[config.mk]
export PLATFORM = sky130hd
export DESIGN_NAME = trapezoid_integ_ctrl_flat
export DESIGN_NICKNAME = d
export VERILOG_FILES = /design/src/rtl/trapezoid_integ_ctrl_if.sv /design/src/rtl/trapezoid_integ_ctrl.sv /design/src/flat_wrapper.sv
export SDC_FILE = /design/constraint.sdc
export NUM_CORES = 1
export LEC_CHECK = 0
export CAP_MARGIN = 30
export CORE_MARGIN = 4
export CORE_UTILIZATION = 53
export DETAILED_ROUTE_END_ITERATION = 12
export MAX_ROUTING_LAYER = met4
export PLACE_DENSITY = 0.8
export SYNTH_ARGS = -nofsm -noshare
export SYNTH_HDL_FRONTEND = slang
export SYNTH_SLANG_ARGS = --single-unit
[constraint.sdc]
create_clock -name clk -period 2.8 [get_ports clk]
set_clock_uncertainty 0.1 [all_clocks]
set_input_delay 0.28 -clock clk [delete_from_list [all_inputs] [get_ports clk]]
set_output_delay 0.28 -clock clk [all_outputs]
set_load 0.01 [all_outputs]
[src/rtl/trapezoid_integ_ctrl_if.sv]
// Bundles the sample stream, calculator handshake and run status of the trapezoid integrator.
// The slave modport is the controller; the master modport is its environment (sample source and calculator).
interface trapezoid_integ_ctrl_if #(
    parameter int ACC_W = 48,
    parameter int CNT_W = 16
);
    logic             start;
    logic [CNT_W-1:0] seg_cnt;
    logic [15:0]      s_data;
    logic             s_valid;
    logic             s_ready;
    logic             calc_en;
    logic [15:0]      calc_a;
    logic [15:0]      calc_b;
    logic [31:0]      calc_surf;
    logic             calc_valid;
    logic             busy;
    logic [ACC_W-1:0] result;
    logic             done;
    logic             ovf;

    modport slave (
        input  start, seg_cnt, s_data, s_valid, calc_surf, calc_valid,
        output s_ready, calc_en, calc_a, calc_b, busy, result, done, ovf
    );

    modport master (
        output start, seg_cnt, s_data, s_valid, calc_surf, calc_valid,
        input  s_ready, calc_en, calc_a, calc_b, busy, result, done, ovf
    );
endinterface

[src/rtl/trapezoid_integ_ctrl.sv]
// Trapezoid integrator controller: pairs consecutive samples, issues them to a surface calculator, accumulates.
// Latency: done/result two cycles after the last calc_valid (one cycle through DONE); N=0 finishes 2 cycles after start.
// Backpressure: s_ready only in LOAD/FEED, one sample per calculator round trip. TRAP_INTEG_SAT_EN selects saturation.
module trapezoid_integ_ctrl #(
    parameter int ACC_W = 48,
    parameter int CNT_W = 16
) (
    input logic                      clk,
    input logic                      rst,
    trapezoid_integ_ctrl_if.slave    bus
);

    typedef enum logic [2:0] {
        S_IDLE,
        S_LOAD,
        S_FEED,
        S_ISSUE,
        S_WAIT,
        S_DONE
    } state_t;

    state_t           state_q, state_d;
    logic [ACC_W-1:0] acc_q, acc_d;
    logic [ACC_W-1:0] result_q, result_d;
    logic [15:0]      prev_q, prev_d;
    logic [15:0]      a_q, a_d;
    logic [15:0]      b_q, b_d;
    logic [CNT_W-1:0] rem_q, rem_d;
    logic             done_q, done_d;
    logic             s_ready_c;
    logic             calc_en_c;
    logic             xfer;
    logic [ACC_W-1:0] surf_ext;

    // Size cast zero-extends for wide accumulators and keeps the low bits for narrow ones.
    assign surf_ext = ACC_W'(bus.calc_surf);
    assign xfer     = bus.s_valid & s_ready_c;

`ifdef TRAP_INTEG_SAT_EN
    logic             ovf_q, ovf_d;
    logic [ACC_W:0]   sum;

    assign sum = {1'b0, acc_q} + {1'b0, surf_ext};
`endif

    always_comb begin
        state_d   = state_q;
        acc_d     = acc_q;
        result_d  = result_q;
        prev_d    = prev_q;
        a_d       = a_q;
        b_d       = b_q;
        rem_d     = rem_q;
        done_d    = 1'b0;
        s_ready_c = 1'b0;
        calc_en_c = 1'b0;
`ifdef TRAP_INTEG_SAT_EN
        ovf_d     = ovf_q;
`endif
        case (state_q)
            S_IDLE: begin
                if (bus.start) begin
                    acc_d   = '0;
                    rem_d   = bus.seg_cnt;
`ifdef TRAP_INTEG_SAT_EN
                    ovf_d   = 1'b0;
`endif
                    state_d = (bus.seg_cnt == '0) ? S_DONE : S_LOAD;
                end
            end
            S_LOAD: begin
                s_ready_c = 1'b1;
                if (xfer) begin
                    prev_d  = bus.s_data;
                    state_d = S_FEED;
                end
            end
            S_FEED: begin
                s_ready_c = 1'b1;
                if (xfer) begin
                    a_d     = prev_q;
                    b_d     = bus.s_data;
                    prev_d  = bus.s_data;
                    state_d = S_ISSUE;
                end
            end
            S_ISSUE: begin
                calc_en_c = 1'b1;
                state_d   = S_WAIT;
            end
            S_WAIT: begin
                if (bus.calc_valid) begin
`ifdef TRAP_INTEG_SAT_EN
                    if (sum[ACC_W]) begin
                        acc_d = '1;
                        ovf_d = 1'b1;
                    end else begin
                        acc_d = sum[ACC_W-1:0];
                    end
`else
                    acc_d = acc_q + surf_ext;
`endif
                    rem_d   = rem_q - CNT_W'(1);
                    state_d = (rem_q == CNT_W'(1)) ? S_DONE : S_FEED;
                end
            end
            S_DONE: begin
                done_d   = 1'b1;
                result_d = acc_q;
                state_d  = S_IDLE;
            end
            default: state_d = S_IDLE;
        endcase
    end

    always_ff @(posedge clk or negedge rst) begin
        if (!rst) begin
            state_q  <= S_IDLE;
            acc_q    <= '0;
            result_q <= '0;
            prev_q   <= '0;
            a_q      <= '0;
            b_q      <= '0;
            rem_q    <= '0;
            done_q   <= 1'b0;
        end else begin
            state_q  <= state_d;
            acc_q    <= acc_d;
            result_q <= result_d;
            prev_q   <= prev_d;
            a_q      <= a_d;
            b_q      <= b_d;
            rem_q    <= rem_d;
            done_q   <= done_d;
        end
    end

`ifdef TRAP_INTEG_SAT_EN
    always_ff @(posedge clk or negedge rst) begin
        if (!rst) begin
            ovf_q <= 1'b0;
        end else begin
            ovf_q <= ovf_d;
        end
    end

    assign bus.ovf = ovf_q;
`else
    assign bus.ovf = 1'b0;
`endif

    assign bus.s_ready = s_ready_c;
    assign bus.calc_en = calc_en_c;
    assign bus.calc_a  = a_q;
    assign bus.calc_b  = b_q;
    assign bus.busy    = (state_q != S_IDLE);
    assign bus.result  = result_q;
    assign bus.done    = done_q;

endmodule

[src/flat_wrapper.sv]
// flat-port wrapper written by rule: the top's interface ports become plain ports
module trapezoid_integ_ctrl_flat 
#(
    parameter int ACC_W = 48,
    parameter int CNT_W = 16
)
  (clk, rst, bus_start, bus_seg_cnt, bus_s_data, bus_s_valid, bus_calc_surf, bus_calc_valid, bus_s_ready, bus_calc_en, bus_calc_a, bus_calc_b, bus_busy, bus_result, bus_done, bus_ovf);
  trapezoid_integ_ctrl_if #(.ACC_W(ACC_W), .CNT_W(CNT_W)) bus_i ();
  input logic clk;
  input logic rst;
  input wire logic [$bits(bus_i.start)-1:0] bus_start;
  input wire logic [$bits(bus_i.seg_cnt)-1:0] bus_seg_cnt;
  input wire logic [$bits(bus_i.s_data)-1:0] bus_s_data;
  input wire logic [$bits(bus_i.s_valid)-1:0] bus_s_valid;
  input wire logic [$bits(bus_i.calc_surf)-1:0] bus_calc_surf;
  input wire logic [$bits(bus_i.calc_valid)-1:0] bus_calc_valid;
  output wire logic [$bits(bus_i.s_ready)-1:0] bus_s_ready;
  output wire logic [$bits(bus_i.calc_en)-1:0] bus_calc_en;
  output wire logic [$bits(bus_i.calc_a)-1:0] bus_calc_a;
  output wire logic [$bits(bus_i.calc_b)-1:0] bus_calc_b;
  output wire logic [$bits(bus_i.busy)-1:0] bus_busy;
  output wire logic [$bits(bus_i.result)-1:0] bus_result;
  output wire logic [$bits(bus_i.done)-1:0] bus_done;
  output wire logic [$bits(bus_i.ovf)-1:0] bus_ovf;
  assign bus_i.start = bus_start;
  assign bus_i.seg_cnt = bus_seg_cnt;
  assign bus_i.s_data = bus_s_data;
  assign bus_i.s_valid = bus_s_valid;
  assign bus_i.calc_surf = bus_calc_surf;
  assign bus_i.calc_valid = bus_calc_valid;
  assign bus_s_ready = bus_i.s_ready;
  assign bus_calc_en = bus_i.calc_en;
  assign bus_calc_a = bus_i.calc_a;
  assign bus_calc_b = bus_i.calc_b;
  assign bus_busy = bus_i.busy;
  assign bus_result = bus_i.result;
  assign bus_done = bus_i.done;
  assign bus_ovf = bus_i.ovf;
  trapezoid_integ_ctrl #(.ACC_W(ACC_W), .CNT_W(CNT_W)) u_core (.clk(clk), .rst(rst), .bus(bus_i));
endmodule
==> results.sh <==
export IMPL_end_kind="register"
export IMPL_grt_remaining_overflow=0
export IMPL_first_iter_violations=630
export IMPL_ir_worst_vdd_mv=0.557
export IMPL_io_pin_count=154
export IMPL_totalWireLength_mm=23.6
export IMPL_pwr_density_cell_nw_per_um2=1060
export IMPL_yosysSeqAreaShare_pct=47.4
export IMPL_layout_commonest_cell="nand2_1"
export IMPL_arrival_ns=2.95
export IMPL_routedWlPerCell_um=17.1
export IMPL_syn2layout_area_growth_pct=35.5
export IMPL_p_leak_nw=5.25
export IMPL_clock_root_buffer="clkbuf_16"
export IMPL_synth_fp_nets=1038
export IMPL_dp_cells=1339
export IMPL_finalWorstSetupSlack_ns=0.0825
export IMPL_status="completed"
export IMPL_setup_viol=0
export IMPL_clk_pin_slew_ns=0.07
export IMPL_antenna_found_initial=0
export IMPL_ant_nets=0
export IMPL_fin_util_pct=73.6
export IMPL_via_per_inst=5.65
export IMPL_grt_pass1_vias=7698
export IMPL_core_sq_um=15900
export IMPL_stdcell_count=1376
export IMPL_drc=0
export IMPL_critPathKind="reg -> reg"
export IMPL_ys_types=58
export IMPL_antenna_cells=0
export IMPL_async_flop_share_pct=100
export IMPL_die_h_um=136
export IMPL_grt_pass1_wl_mm=37.8
export IMPL_crit_slowest_cell="dfrtp_1"
export IMPL_die_area_sq_um=18400
export IMPL_r2r_end="u_core.acc_q[39]"
export IMPL_grt_max_degree=79
export IMPL_report_final_slew_viol_count=0
export IMPL_finalHoldViolCount=0
export IMPL_hpwl_mm=16.4
export IMPL_slowest_delay_ns=0.41
export IMPL_die_x_um=136
export IMPL_worst_slew_pin_slew_ns=0.760
export IMPL_rows=46
export IMPL_cts_tree="built"
export IMPL_place_congestion=0.943
export IMPL_fin_crit_ns=2.72
export IMPL_power_total_mw=12.5
export IMPL_drive_gt1_share_pct=18.0
export IMPL_reg2reg_slack_ns=0.08
export IMPL_rsz0062_at_grt="true"
export IMPL_layout_common_cells="222 x nand2_1, 164 x dfrtp_1, 151 x clkdlybuf4s50_1"
export IMPL_synth_avg_cell_area_sq_um=9.27
export IMPL_cp_required_ns=3.03
export IMPL_synth_flop_cell="dfrtp_1"
export IMPL_dr_pass1_iters=5
export IMPL_crit_start="u_core.acc_q[18]"
export IMPL_startpoint_type="register"
export IMPL_hp_class="in -> async"
export IMPL_vias=7773
export IMPL_cp_top_family="compound AO/OA/AOI/OAI gates"
export IMPL_maxCapViolCount=0
export IMPL_numCtsBuffers=17
export IMPL_synth_warnings=0
export IMPL_period_share_pct=97.1
export IMPL_start_util_pct=54.3
export IMPL_path_cells="ha_1 -> nand2_1 -> nor4_2 -> buf_4 -> o211ai_1 -> a41oi_2 -> a221o_2 -> nand4_1 -> xor2_1 -> nor2_1"
export IMPL_pre_cts_slack_ns=-0.284
export IMPL_ys_seq_elements=164
export IMPL_cp_max_fo=7
export IMPL_cts_htree_levels=4
export IMPL_worst_path_buf_inv=1
export IMPL_fillers=1163
export IMPL_r2r_start="u_core.acc_q[18]"
export IMPL_cts_sinks=164
export IMPL_finalSetupTns_ns=0
export IMPL_crit_cells=10
export IMPL_clock_path_buffers=2
export IMPL_num_nets_final=1251
export IMPL_synth_edff_count=0
export IMPL_syn_inst=934
export IMPL_syn_cell_area_sq_um=8660
export IMPL_rr_worst_depth=10
export IMPL_relSlewSlack_pct=49.2
export IMPL_portBuffers=152
export IMPL_max_freq_mhz=368
export IMPL_crit_end="u_core.acc_q[39]"
export IMPL_insertion_delay_ns=0.44
export IMPL_grt_usage_pct=26.2
## layout make-up
class                           count  area (sq um)  share of cell area (%)
Multi-Input combinational cell    706          4460                    38.0
Sequential cell                   164          4100                    35.0
Timing Repair Buffer              239          2230                    19.0
Clock buffer                       18           429                    3.66
Tap cell                          216           270                    2.30
Clock inverter                     14           170                    1.45
Inverter                           19          71.3                   0.608
## report_power, final
| group | internal [mW] | switching, mW | total [mW] |
|---|---|---|---|
| registers | 3.29 | 0.661 | 3.95 |
| logic | 3.07 | 3.08 | 6.15 |
| clock network | 1.34 | 1.05 | 2.39 |
| total | 7.69 | 4.80 | 12.5 |
## cell usage after synthesis, types with 14 or more instances
master | n | area, sq um
xnor2_1 | 23 | 201
nor2_1 | 53 | 199
a21oi_1 | 74 | 370
nor3_1 | 14 | 70.1
mux2_2 | 54 | 608
o21ai_0 | 59 | 295
nand3_1 | 16 | 80.1
xor2_1 | 17 | 149
dfrtp_1 | 164 | 4100
inv_1 | 19 | 71.3
ha_1 | 34 | 425
nand2_1 | 223 | 837
clkbuf_1 | 27 | 101
## flip-flops by register name, summed over array words and instances, names as in the netlist
register and cells:
u_core.rem_q 16, u_core.state_q 3, u_core.bus.result 48, u_core.bus.done 1, u_core.prev_q 16, u_core.bus.calc_a 16, u_core.acc_q 48, u_core.bus.calc_b 16
## through the flow
stage                     hold slack [ns]  cell area [sq um]
after floorplan                    -0.116               8660
after CTS                           0.354              11500
after detailed placement            0.269              10900
final                               0.336              11700
after global placement              0.269              10900
after global routing                0.379              11700
## cells by family (layout without fill, tap and decap cells)
logic type / after synthesis / count (layout) / share of synthesized area (%)
AO/OA/AOI/OAI: 214 / 214 / 15.3
other: 1 / 1 / 0.0433
multiplexers: 55 / 55 / 7.14
buffers and inverters: 64 / 290 / 2.95
adder cells (fa/ha/maj): 35 / 35 / 5.14
AND/OR/NAND/NOR: 361 / 361 / 17.9
flip-flops: 164 / 164 / 47.4
XOR/XNOR: 40 / 40 / 4.05
## layer usage
metal	vias up	share of wire [%]	track usage, %
met3	52	5.0	3.77
met2	274	49	42.6
met1	3767	43	34.3
met5	-	0	-
li1	3680	-	-
met4	0	2.3	8.40
## worst min-delay path by stage
| stage | slack [ns] | end |
|---|---|---|
| finish | 0.34 | u_core.bus.result[7] |
| floorplan | -0.12 | u_core.acc_q[0] |
| detailed placement | 0.27 | u_core.bus.result[7] |
| CTS | 0.35 | u_core.rem_q[0] |
| global placement | 0.27 | u_core.bus.result[7] |
| global route | 0.38 | u_core.rem_q[0] |
## timing repair
item / CTS / global route
hold buffers: 1 / 0
endpoints found under the setup margin: 2 / 25
gates cloned: 0 / 0
hold endpoints to repair: 75 / 0
pin swaps: 1 / 13
buffers inserted: 0 / 4
resized for setup: 1 / 24
Power figures use the tool's default switching activity.
